<file path="src/rtl/vga_timing_gen_pkg.sv">
// Shared 640x480 @ 60 Hz raster constants and the coordinate type for the VGA timing slice.
package vga_timing_pkg;

    localparam int COORD_W  = 10;

    localparam int H_ACTIVE = 640;
    localparam int H_FP     = 16;
    localparam int H_SYNC   = 96;
    localparam int H_BP     = 48;
    localparam int V_ACTIVE = 480;
    localparam int V_FP     = 10;
    localparam int V_SYNC   = 2;
    localparam int V_BP     = 33;

    localparam int H_TOTAL  = H_ACTIVE + H_FP + H_SYNC + H_BP;
    localparam int V_TOTAL  = V_ACTIVE + V_FP + V_SYNC + V_BP;
    localparam int HS_START = H_ACTIVE + H_FP;
    localparam int HS_END   = HS_START + H_SYNC;
    localparam int VS_START = V_ACTIVE + V_FP;
    localparam int VS_END   = VS_START + V_SYNC;

    typedef logic [COORD_W-1:0] coord_t;

    function automatic bit fits_coord(input int n);
        return (n > 1) && (n <= (1 << COORD_W));
    endfunction

endpackage

</file>
<file path="src/rtl/vga_timing_gen_if.sv">
// Raster timing bundle from vga_timing_gen to the pixel renderer and DAC pins.
interface vga_timing_gen_if;
    import vga_timing_pkg::*;

    coord_t xPixel;
    coord_t yPixel;
    logic   active_pixels;
    logic   VGA_HS;
    logic   VGA_VS;
    logic   VGA_BLANK_N;
    logic   VGA_SYNC_N;
    logic   line_start;
    logic   frame_start;
    logic   pix_tick;

    modport master (
        output xPixel, yPixel, active_pixels, VGA_HS, VGA_VS,
               VGA_BLANK_N, VGA_SYNC_N, line_start, frame_start, pix_tick
    );

    modport slave (
        input  xPixel, yPixel, active_pixels, VGA_HS, VGA_VS,
               VGA_BLANK_N, VGA_SYNC_N, line_start, frame_start, pix_tick
    );
endinterface

</file>
<file path="src/rtl/vga_timing_gen_sync_counter.sv">
// Wrap counter 0..LIMIT-1 with enable; tc flags the last value so a following stage can chain on it.
module vga_sync_counter
    import vga_timing_pkg::*;
#(
    parameter int LIMIT = 800
) (
    input  logic   clk,
    input  logic   rst,
    input  logic   en,
    output coord_t count,
    output logic   tc
);

    assign tc = (count == coord_t'(LIMIT - 1));

    always_ff @(posedge clk) begin
        if (rst) begin
            count <= '0;
        end else if (en) begin
            count <= tc ? '0 : count + 1'b1;
        end
    end

endmodule

</file>
<file path="src/rtl/vga_timing_gen.sv">
// VGA raster timing generator: h/v counters with registered sync, blank and pixel coordinates.
// Build option: define VGA_TIMING_DIV2_EN to run from a 2x clock with an internal divide-by-2.
module vga_timing_gen #(
    parameter int H_ACTIVE = vga_timing_pkg::H_ACTIVE,
    parameter int H_FP     = vga_timing_pkg::H_FP,
    parameter int H_SYNC   = vga_timing_pkg::H_SYNC,
    parameter int H_BP     = vga_timing_pkg::H_BP,
    parameter int V_ACTIVE = vga_timing_pkg::V_ACTIVE,
    parameter int V_FP     = vga_timing_pkg::V_FP,
    parameter int V_SYNC   = vga_timing_pkg::V_SYNC,
    parameter int V_BP     = vga_timing_pkg::V_BP,
    parameter bit HS_POL   = 1'b0,
    parameter bit VS_POL   = 1'b0
) (
    input  logic             vga_clk,
    input  logic             rst,
    vga_timing_gen_if.master vga
);
    import vga_timing_pkg::*;

    localparam int LINE_LEN    = H_ACTIVE + H_FP + H_SYNC + H_BP;
    localparam int FRAME_LINES = V_ACTIVE + V_FP + V_SYNC + V_BP;

    localparam coord_t H_VIS   = coord_t'(H_ACTIVE);
    localparam coord_t V_VIS   = coord_t'(V_ACTIVE);
    localparam coord_t HS_FROM = coord_t'(H_ACTIVE + H_FP);
    localparam coord_t HS_TO   = coord_t'(H_ACTIVE + H_FP + H_SYNC);
    localparam coord_t VS_FROM = coord_t'(V_ACTIVE + V_FP);
    localparam coord_t VS_TO   = coord_t'(V_ACTIVE + V_FP + V_SYNC);

    if (!fits_coord(LINE_LEN) || !fits_coord(FRAME_LINES)) begin : g_size_err
        $error("vga_timing_gen: raster totals do not fit the coordinate width");
    end

    logic adv;
`ifdef VGA_TIMING_DIV2_EN
    logic div_tog;

    always_ff @(posedge vga_clk) begin
        if (rst) div_tog <= 1'b0;
        else     div_tog <= ~div_tog;
    end

    assign adv = div_tog;
`else
    assign adv = 1'b1;
`endif

    coord_t h_cnt, v_cnt;
    logic   h_tc, v_tc;

    vga_sync_counter #(.LIMIT(LINE_LEN)) u_h_cnt (
        .clk(vga_clk), .rst(rst), .en(adv), .count(h_cnt), .tc(h_tc)
    );

    vga_sync_counter #(.LIMIT(FRAME_LINES)) u_v_cnt (
        .clk(vga_clk), .rst(rst), .en(adv & h_tc), .count(v_cnt), .tc(v_tc)
    );

    logic in_vis, hs_on, vs_on;
    assign in_vis = (h_cnt < H_VIS) && (v_cnt < V_VIS);
    assign hs_on  = (h_cnt >= HS_FROM) && (h_cnt < HS_TO);
    assign vs_on  = (v_cnt >= VS_FROM) && (v_cnt < VS_TO);

    // Counters only return to (0,0) through reset or a frame wrap, so track that instead of decoding both.
    logic origin;

    coord_t x_q, y_q;
    logic   act_q, hs_q, vs_q, ls_q, fs_q, tick_q;

    always_ff @(posedge vga_clk) begin
        if (rst) begin
            origin <= 1'b1;
            x_q    <= '0;
            y_q    <= '0;
            act_q  <= 1'b0;
            hs_q   <= ~HS_POL;
            vs_q   <= ~VS_POL;
            ls_q   <= 1'b0;
            fs_q   <= 1'b0;
            tick_q <= 1'b0;
        end else begin
            tick_q <= adv;
            if (adv) begin
                origin <= h_tc & v_tc;
                x_q    <= in_vis ? h_cnt : '0;
                y_q    <= in_vis ? v_cnt : '0;
                act_q  <= in_vis;
                hs_q   <= hs_on ? HS_POL : ~HS_POL;
                vs_q   <= vs_on ? VS_POL : ~VS_POL;
                ls_q   <= (h_cnt == '0);
                fs_q   <= origin;
            end
        end
    end

    assign vga.xPixel        = x_q;
    assign vga.yPixel        = y_q;
    assign vga.active_pixels = act_q;
    assign vga.VGA_BLANK_N   = act_q;
    assign vga.VGA_HS        = hs_q;
    assign vga.VGA_VS        = vs_q;
    assign vga.VGA_SYNC_N    = 1'b0;
    assign vga.line_start    = ls_q;
    assign vga.frame_start   = fs_q;
    assign vga.pix_tick      = tick_q;

endmodule

</file>
<file path="src/flat_wrapper.sv">
// flat-port wrapper written by rule: the top's interface ports become plain ports
module vga_timing_gen_flat import vga_timing_pkg::*;
#(
    parameter int H_ACTIVE = vga_timing_pkg::H_ACTIVE,
    parameter int H_FP     = vga_timing_pkg::H_FP,
    parameter int H_SYNC   = vga_timing_pkg::H_SYNC,
    parameter int H_BP     = vga_timing_pkg::H_BP,
    parameter int V_ACTIVE = vga_timing_pkg::V_ACTIVE,
    parameter int V_FP     = vga_timing_pkg::V_FP,
    parameter int V_SYNC   = vga_timing_pkg::V_SYNC,
    parameter int V_BP     = vga_timing_pkg::V_BP,
    parameter bit HS_POL   = 1'b0,
    parameter bit VS_POL   = 1'b0
)
  (vga_clk, rst, vga_xPixel, vga_yPixel, vga_active_pixels, vga_VGA_HS, vga_VGA_VS, vga_VGA_BLANK_N, vga_VGA_SYNC_N, vga_line_start, vga_frame_start, vga_pix_tick);
  vga_timing_gen_if vga_i ();
  input  logic vga_clk;
  input  logic rst;
  output wire logic [$bits(vga_i.xPixel)-1:0] vga_xPixel;
  output wire logic [$bits(vga_i.yPixel)-1:0] vga_yPixel;
  output wire logic [$bits(vga_i.active_pixels)-1:0] vga_active_pixels;
  output wire logic [$bits(vga_i.VGA_HS)-1:0] vga_VGA_HS;
  output wire logic [$bits(vga_i.VGA_VS)-1:0] vga_VGA_VS;
  output wire logic [$bits(vga_i.VGA_BLANK_N)-1:0] vga_VGA_BLANK_N;
  output wire logic [$bits(vga_i.VGA_SYNC_N)-1:0] vga_VGA_SYNC_N;
  output wire logic [$bits(vga_i.line_start)-1:0] vga_line_start;
  output wire logic [$bits(vga_i.frame_start)-1:0] vga_frame_start;
  output wire logic [$bits(vga_i.pix_tick)-1:0] vga_pix_tick;
  assign vga_xPixel = vga_i.xPixel;
  assign vga_yPixel = vga_i.yPixel;
  assign vga_active_pixels = vga_i.active_pixels;
  assign vga_VGA_HS = vga_i.VGA_HS;
  assign vga_VGA_VS = vga_i.VGA_VS;
  assign vga_VGA_BLANK_N = vga_i.VGA_BLANK_N;
  assign vga_VGA_SYNC_N = vga_i.VGA_SYNC_N;
  assign vga_line_start = vga_i.line_start;
  assign vga_frame_start = vga_i.frame_start;
  assign vga_pix_tick = vga_i.pix_tick;
  vga_timing_gen #(.H_ACTIVE(H_ACTIVE), .H_FP(H_FP), .H_SYNC(H_SYNC), .H_BP(H_BP), .V_ACTIVE(V_ACTIVE), .V_FP(V_FP), .V_SYNC(V_SYNC), .V_BP(V_BP), .HS_POL(HS_POL), .VS_POL(VS_POL)) u_core (.vga_clk(vga_clk), .rst(rst), .vga(vga_i));
endmodule
</file>
<file path="config.mk">
export PLATFORM = sky130hd
export DESIGN_NAME = vga_timing_gen_flat
export DESIGN_NICKNAME = d
export VERILOG_FILES = /design/src/rtl/vga_timing_gen_pkg.sv /design/src/rtl/vga_timing_gen_if.sv /design/src/rtl/vga_timing_gen_sync_counter.sv /design/src/rtl/vga_timing_gen.sv /design/src/flat_wrapper.sv
export SDC_FILE = /design/constraint.sdc
export NUM_CORES = 1
export LEC_CHECK = 0
export BUFFER_PORTS_ARGS = -buffer_cell sky130_fd_sc_hd__buf_2
export CAP_MARGIN = 20
export CORE_MARGIN = 5
export CORE_UTILIZATION = 55
export DETAILED_ROUTE_END_ITERATION = 16
export PLACE_DENSITY_LB_ADDON = 0.3
export REMOVE_ABC_BUFFERS = 1
export SLEW_MARGIN = 20
export SYNTH_ARGS = -nofsm -noshare
export SYNTH_HDL_FRONTEND = slang
export SYNTH_SLANG_ARGS = --single-unit
export TNS_END_PERCENT = 50
</file>
<file path="constraint.sdc">
create_clock -name vga_clk -period 6.47 [get_ports vga_clk]
set_clock_uncertainty 0.15 [all_clocks]
set_input_delay 1.294 -clock vga_clk [delete_from_list [all_inputs] [get_ports vga_clk]]
set_output_delay 1.294 -clock vga_clk [all_outputs]
set_load 0.01 [all_outputs]
</file>
== Yosys cells after proc, flatten, opt, wreduce, memory -nomap -nowiden ==
Cells that the tools add are included.

* Reduce and logical (&&, ||, !) cells: 6
* Muxes and demuxes: 4
* Eq/ne operators: 2
* Order comparisons: 6
* Bitwise logic cells: 2
* Add/sub/neg operators: 2

{| class="wikitable"
|+ Operators by type and width
! cell !! count
|-
| adder 10 x 1 -> 10 bit (second input constant) || 2
|-
| equality test 10 bit (second input constant) || 2
|-
| < comparator 10 bit (second input constant) || 2
|-
| < comparator 10 x 9 -> 1 bit (second input constant) || 2
|-
| greater-or-equal comparator 10 bit (second input constant) || 1
|-
| greater-or-equal comparator 10 x 9 -> 1 bit (second input constant) || 1
|-
| logical NOT 10 bit || 1
|-
| 2-to-1 mux 10 bit || 1
|-
| OR reduction 2 bit || 2
|-
| logical AND 1 bit || 3
|-
| 2-to-1 mux 1 bit || 3
|-
| bitwise AND 1 bit || 1
|-
| NOT 1 bit || 1
|}

* Output and inout bits: 28
* Logic and storage cells: 33
* Input bits: 2
* Register bits after elaboration: 47

== Logic depth before layout (Yosys ltp) ==
Gate-level depths: netlist of the first run.

* Depth after elaboration: 4
* Depth in mapped cells: 6
* Depth with buffers taken out: 6

== Hierarchy ==
A second synthesis of the first run with hierarchy kept.

* Cell total of the unflattened synthesis: 183
* Area total of the unflattened synthesis: 2019.4 sq um

{| class="wikitable"
|+ By module, submodules not included
! module !! instances !! area an instance (sq um) !! cells each !! sequential area each (sq um)
|-
| vga_timing_gen || 1 || 1046.0 || 76 || 540.5
|-
| vga_sync_counter at u_core.u_v_cnt || 1 || 509.2 || 56 || 200.2
|-
| vga_sync_counter at u_core.u_h_cnt || 1 || 464.2 || 51 || 200.2
|}

== Least setup slack after synthesis of the first run ==
Ideal clock, no wire load.

* Kind: input to register
* Start point: input port rst
* End point: register u_core.vs_q, in the netlist u_core.vga.VGA_VS
* Required time: 6186 ps
* Data arrival time: 2262 ps
* Path buffers: 0
* Path slack: 3924 ps
* Cell stages on the path: 2
* Library setup time: 134 ps
* Cell sequence: or4b_2 -> or4_1

{| class="wikitable"
|+ RTL lines
! item !! RTL line !! source
|-
| start, declared || flat_wrapper.sv:18 || <nowiki>input logic rst;</nowiki>
|-
| end signal, assigned || vga_timing_gen.sv:78 || <nowiki>vs_q <= ~VS_POL;</nowiki>
|-
| end signal, assigned || vga_timing_gen.sv:90 || <nowiki>vs_q <= vs_on ? VS_POL : ~VS_POL;</nowiki>
|-
| end, declared || vga_timing_gen.sv:69 || <nowiki>logic act_q, hs_q, vs_q, ls_q, fs_q, tick_q;</nowiki>
|}

==> flow_summary.ini, run 1 <==
[global_routing]
grt_max_degree = 17
grt_use_total_pct = 17.3
antenna_found_initial = 0
grt_pass1_vias = 1279
grt_remaining_overflow = 0
grt_first_pass_wirelength_um = 5780

[yosys]
synth_most_common_cell = dfxtp_1
synthDominantCellAreaShare_pct = 53.7
synth_top_area_cell = dfxtp_1
synth.distinct_cells = 36
synthTopCellsByArea = dfxtp_1 54%, xnor2_1 4.5%, and2_1 4.3%
ys.flop_type = dfxtp_1
async_flop_share_pct = 0
syn_avg_cell_area_sq_um = 9.84
synth_cells = 178
synth.cell_area_sq_um = 1750
synth_edf_count = 0
synth_top_cells_by_count = 47 x dfxtp_1, 16 x nor2_1, 12 x and2_1
synth_seq_cells = 47
yosys_warnings = 0
ys_seq_area_share_pct = 53.7

[routing]
drc = 0
drt-total-wl_um = 3320
num_vias = 1337
wire_per_inst_um = 13.3
antenna_left = 0
first_iter_violations = 59
drtPass1Iterations = 4
vias_per_cell = 5.35

[clocking]
cts.sinks = 47
post_cts_buffers = 0
cts_tree = done
ctsLongestPathBuffers = 2
cts_buffers = 5
cts.reportedPaths.clkPinSlew_ns = 0.13
clock_latency_ns = 0.36
cts_root_buf = clkbuf_4
htreeDepth = 2
cts_resized = 0
ctsHoldBuffers = 0

[critical_path]
cp.arrival_ns = 2.50
slowest_delay_ns = 0.62
crit_slowest_cell = or4b_2
cp_max_fo = 16
worst-r2r-setup-slack_ns = 4.22
critPathTopFamily = simple AND/OR/NAND/NOR gates
start_kind = input port
path_class = input port to flip-flop
path_buf_inv = 1
r2r-end = u_core.u_v_cnt.count[6]
crit_chain = buf_2, or4b_2, or4_1
r2r-start = u_core.u_h_cnt.count[0]
required_ns = 6.57
ff2ff_path_depth = 5
end_kind = flip-flop

[worst_hold_path]
hold_depth = 1
hp-class = flip-flop to flip-flop
whs_endpoint = u_core.vga.frame_start
min_from = u_core.origin

[layout]
n_fill_cell = 264
final_core_util_pct = 64.5
final_layout_size_suffix_gt1_share_pct = 22.8
diodes = 0
area_growth_pct = 12.4
final_nets = 211

[pwr]
cellPowerDensity_nw_per_um2 = 236
fin_total_pwr_w = 0.000465
leakage_nw = 0.778
max-vdd-ir-drop_uv = 131

[timing]
worst_pin_slew_ns = 0.560
setup_viol = 0
slew_headroom_pct = 62.5
final-hold-violation-count = 0
tns_ns = 0
period_share_pct = 37.1
min_period_ns = 2.40
drv_slew = 0
rsz0062_at_grt = false
fmax_mhz = 417

[floorplanning]
die_area_sq_um = 4410
coreArea_sq_um = 3050
std_cell_rows = 20
ios = 30
die_h_um = 66.4
die_w_um = 66.4
initial_utilization_pct = 57.4

[run_status]
status = finished clean

[run]
maxCapViolCount = 0

[placed_design]
io_buffers = 28
gp_congestion = 0.851
dpl.hpwl_um = 2340
-- area by class of cell --
cell class              count  area (sq um)  share of cell area, %
repair buffers             28           140                   7.12
inverters                   8          30.0                   1.53
well taps                  44          55.1                   2.80
clock inverters             1          7.51                  0.381
flip-flops and latches     47           941                   47.8
multi-input cells         115           729                   37.1
clock buffers               7          65.1                   3.31
-- per-stage QoR --
step / setup slack (ns) / hold WS, ns / cell area [sq um] / instances
6_report: 4.07 / 0.306 / 1970 / 250
5_1_grt: 4.06 / 0.342 / 1970 / 250
4_1_cts: 4.04 / 0.320 / 1960 / 250
3_5_place_dp: 3.66 / 0.298 / 1890 / 242
3_3_place_gp: 3.70 / 0.293 / 1890 / 242
2_1_floorplan: 3.92 / 0.264 / 1700 / 170
-- worst reg2reg max path: stages, from the launching register on --
cell and delay [ns]:
dfxtp_1 0.42, ha_1 0.23, nand3_1 0.25, or3_4 0.47
or4_4 0.53, a21oi_2 0.13
-- flip-flops by register name, indices dropped and copies added (netlist names) --
name	flops
u_core.origin	1
u_core.u_h_cnt.count	10
u_core.u_v_cnt.count	10
u_core.vga.VGA_BLANK_N	1
u_core.vga.VGA_HS	1
u_core.vga.VGA_VS	1
u_core.vga.frame_start	1
u_core.vga.line_start	1
u_core.vga.pix_tick	1
u_core.vga.xPixel	10
u_core.vga.yPixel	10
-- how the worst max path moves through the flow --
stage / start / end / cells after the start
after floorplan: rst / u_core.vga.VGA_VS / 2
after global placement: rst / u_core.vga.VGA_VS / 3
after detailed placement: rst / u_core.vga.xPixel[5] / 3
after CTS: rst / u_core.vga.xPixel[5] / 3
after global routing: rst / u_core.vga.VGA_VS / 3
final: rst / u_core.vga.VGA_VS / 3
-- cells by family (layout without fill, tap and decap cells) --
family	Yosys count	count (layout)	share of synthesized area, %
and+or+nand+nor	84	84	27.4
adders and majority gates	4	4	2.86
DFF	47	47	53.7
xor gates and xnor gates	12	12	6.00
buffers and inverters	17	44	5.14
other	1	2	0.214
AOI/OAI and AO/OA	13	13	4.64
-- cell usage in the layout (no fill, tap or decap), drive strengths merged, types with 2 or more instances in the layout --
cell,synthesis,layout
dfxtp,47,47
buf,5,28
nor2,16,16
and2,13,13
nor4,11,11
nand3,10,10
xnor2,9,9
inv,8,8
nand2,8,8
clkbuf,4,7
nor3,6,6
a21oi,6,6
nand4,4,4
ha,4,4
o21ai,4,4
xor2,3,3
or4,3,3
or3,3,3
and3,3,3
or4b,2,2
conb,1,2
-- metal layers --
layer | GRT usage (%) | wire length (um) | share of wire (%)
met3 | 6.46 | 244 | 7.3
met5 | 0 | 0 | 0
met4 | 7.87 | 56 | 1.7
met1 | 21.4 | 1470 | 44
met2 | 26.6 | 1550 | 47
-- power by group --
group,total [W],switching (W),leakage (nW),internal [W]
sequential,0.000297,0.00000285,0.382,0.000294
combinational,0.0000160,0.0000102,0.359,0.00000580
clock,0.000152,0.0000888,0.0375,0.0000636
Note: power is estimated with default switching activity, not from simulation.
==> run 2: changes to the inputs <==
Settings changed: CORE_UTILIZATION 55 to 49.
Clock period 6.47 ns to 2.04 ns, I/O delays scaled along.
==> run 2 against run 1 <==
Against the previous run: critical path depth up 1; worst setup slack lost 4.0 ns; clock power grew to 3.8 times the previous value; highest routed layer unchanged; cell count up 8.4%; combinational power rose to 4.2 times the previous value; die area rose by 10%; largest power group unchanged; clock-buffer cell count is 1 lower; sequential share of layout area decreased by 3.5 points; routed wire length is 9.7% higher; flip-flop and latch count unchanged; non-clock buffer count grew 19.
==> flow_summary.ini, run 2 (synthesis gave the netlist of run 1 again) <==
[placed_design]
io_buffers = 28
dpl.hpwl_um = 2650
dp_cells = 262
gp_congestion = 0.872
place_ws_ns = 0.0649

[routing]
drc = 0
antenna_left = 0
wire_per_inst_um = 13.4
first_iter_violations = 74
vias_per_cell = 5.18
drtPass1Iterations = 4
drt-total-wl_um = 3640
num_vias = 1405

[floorplanning]
ios = 30
initial_utilization_pct = 51.7
std_cell_rows = 21
coreArea_sq_um = 3390
die_w_um = 69.8
die_h_um = 69.8
die_area_sq_um = 4870

[clocking]
cts_buffers = 5
cts.reportedPaths.clkPinSlew_ns = 0.12
clock_latency_ns = 0.36
htreeDepth = 2
ctsLongestPathBuffers = 2
cts.sinks = 47
cts_tree = done
cts_root_buf = clkbuf_4

[pwr]
p_int_w = 0.00125
fin_total_pwr_w = 0.00158
power_switching_share_pct = 20.8
cellPowerDensity_nw_per_um2 = 740
pwr-share-clk_pct = 36.3
seq_power_share_pct = 59.4
leakage_nw = 0.883
max-vdd-ir-drop_uv = 524
combinationalPowerShare_pct = 4.3
switchingPower_w = 0.000329

[critical_path]
required_ns = 2.18
start_kind = flip-flop
slowest_delay_ns = 0.61
path_buf_inv = 0
crit_chain = or2_1, nor4_1, or4b_2, a21oi_1
crit_slowest_cell = or4b_2
path_class = flip-flop to flip-flop
cp.arrival_ns = 2.11
cp_max_fo = 6
end_kind = flip-flop
critPathTopFamily = simple AND/OR/NAND/NOR gates

[timing]
setup_slack_ns = 0.0746
final-hold-violation-count = 0
rsz0062_at_grt = false
tns_ns = 0
period_share_pct = 96.3
drv_slew = 0
min_period_ns = 1.97
fmax_mhz = 509
setup_viol = 0

[layout]
final_nets = 230
diodes = 0
final_layout_size_suffix_gt1_share_pct = 31.6
layout_commonest_cell = dfxtp_1
register_area_sq_um = 946
area_growth_pct = 21.9
final_cell_count_no_fill = 271
mostFrequentLayoutCells = 43 x dfxtp_1, 28 x buf_2, 19 x buf_4
multi_input_area_sq_um = 732
n_fill_cell = 294

[worst_hold_path]
hp-class = input port to flip-flop

[global_routing]
grt_remaining_overflow = 0
grt_pass1_vias = 1375
grt_use_total_pct = 16.4
grt_first_pass_wirelength_um = 6460
grt_max_degree = 16
antenna_found_initial = 0

[run]
maxCapViolCount = 0

[run_status]
status = finished clean
## run 2: power groups by stage
stage / Sequential, W / Combinational (W) / Clock (W)
2_1_floorplan: 0.000967 / 0.0000227 / 0
3_5_place_dp: 0.000959 / 0.0000667 / 0
5_1_grt: 0.000941 / 0.0000761 / 0.000634
3_3_place_gp: 0.000958 / 0.0000663 / 0
6_report: 0.000939 / 0.0000674 / 0.000574
4_1_cts: 0.000938 / 0.0000674 / 0.000589
## run 2: timing repair
item	CTS	global route
setup endpoints to repair	0	7
buffers inserted	0	1
hold buffers	0	0
resized for setup	0	6
## run 2: worst paths after layout
path	cells after the start	slack, ns	start	to
setup / recovery	4	0.07	u_core.u_h_cnt.count[6]	u_core.u_v_cnt.count[8]
hold / removal	3	0.24	rst	u_core.vga.VGA_VS
setup reg to reg	4	0.07	u_core.u_h_cnt.count[6]	u_core.u_v_cnt.count[8]
hold reg to reg	1	0.30	u_core.origin	u_core.vga.frame_start
## run 2: area by class of cell
type,count,area share (%)
sequential,47,44.3
multi-input combinational,115,34.3
timing repair buffer,47,13.2
tap,46,2.70
clock buffer,6,2.40
clock inverter,2,1.64
inverter,8,1.41
## run 2: layer usage
metal  track usage (%)  vias to the layer above  part of all wire, %
met1              20.7                      648                   45
met3              5.80                       13                  7.5
met5                 0                        -                    0
met4              7.87                        0                  2.9
li1                  -                      701                    -
met2              24.6                       43                   45
## run 2: tightest hold or removal path, cell delays in order
cell,delay [ns]
buf_2,0.10
or4b_2,0.11
or4_1,0.11
## run 2: stage by stage
step	instance area, sq um	hold slack (ns)	util (%)
6_report	2130	0.242	63.0
5_1_grt	2130	0.220	63.0
4_1_cts	2110	0.229	62.4
3_5_place_dp	2030	0.275	59.8
3_3_place_gp	2030	0.269	59.8
2_1_floorplan	1700	0.264	-
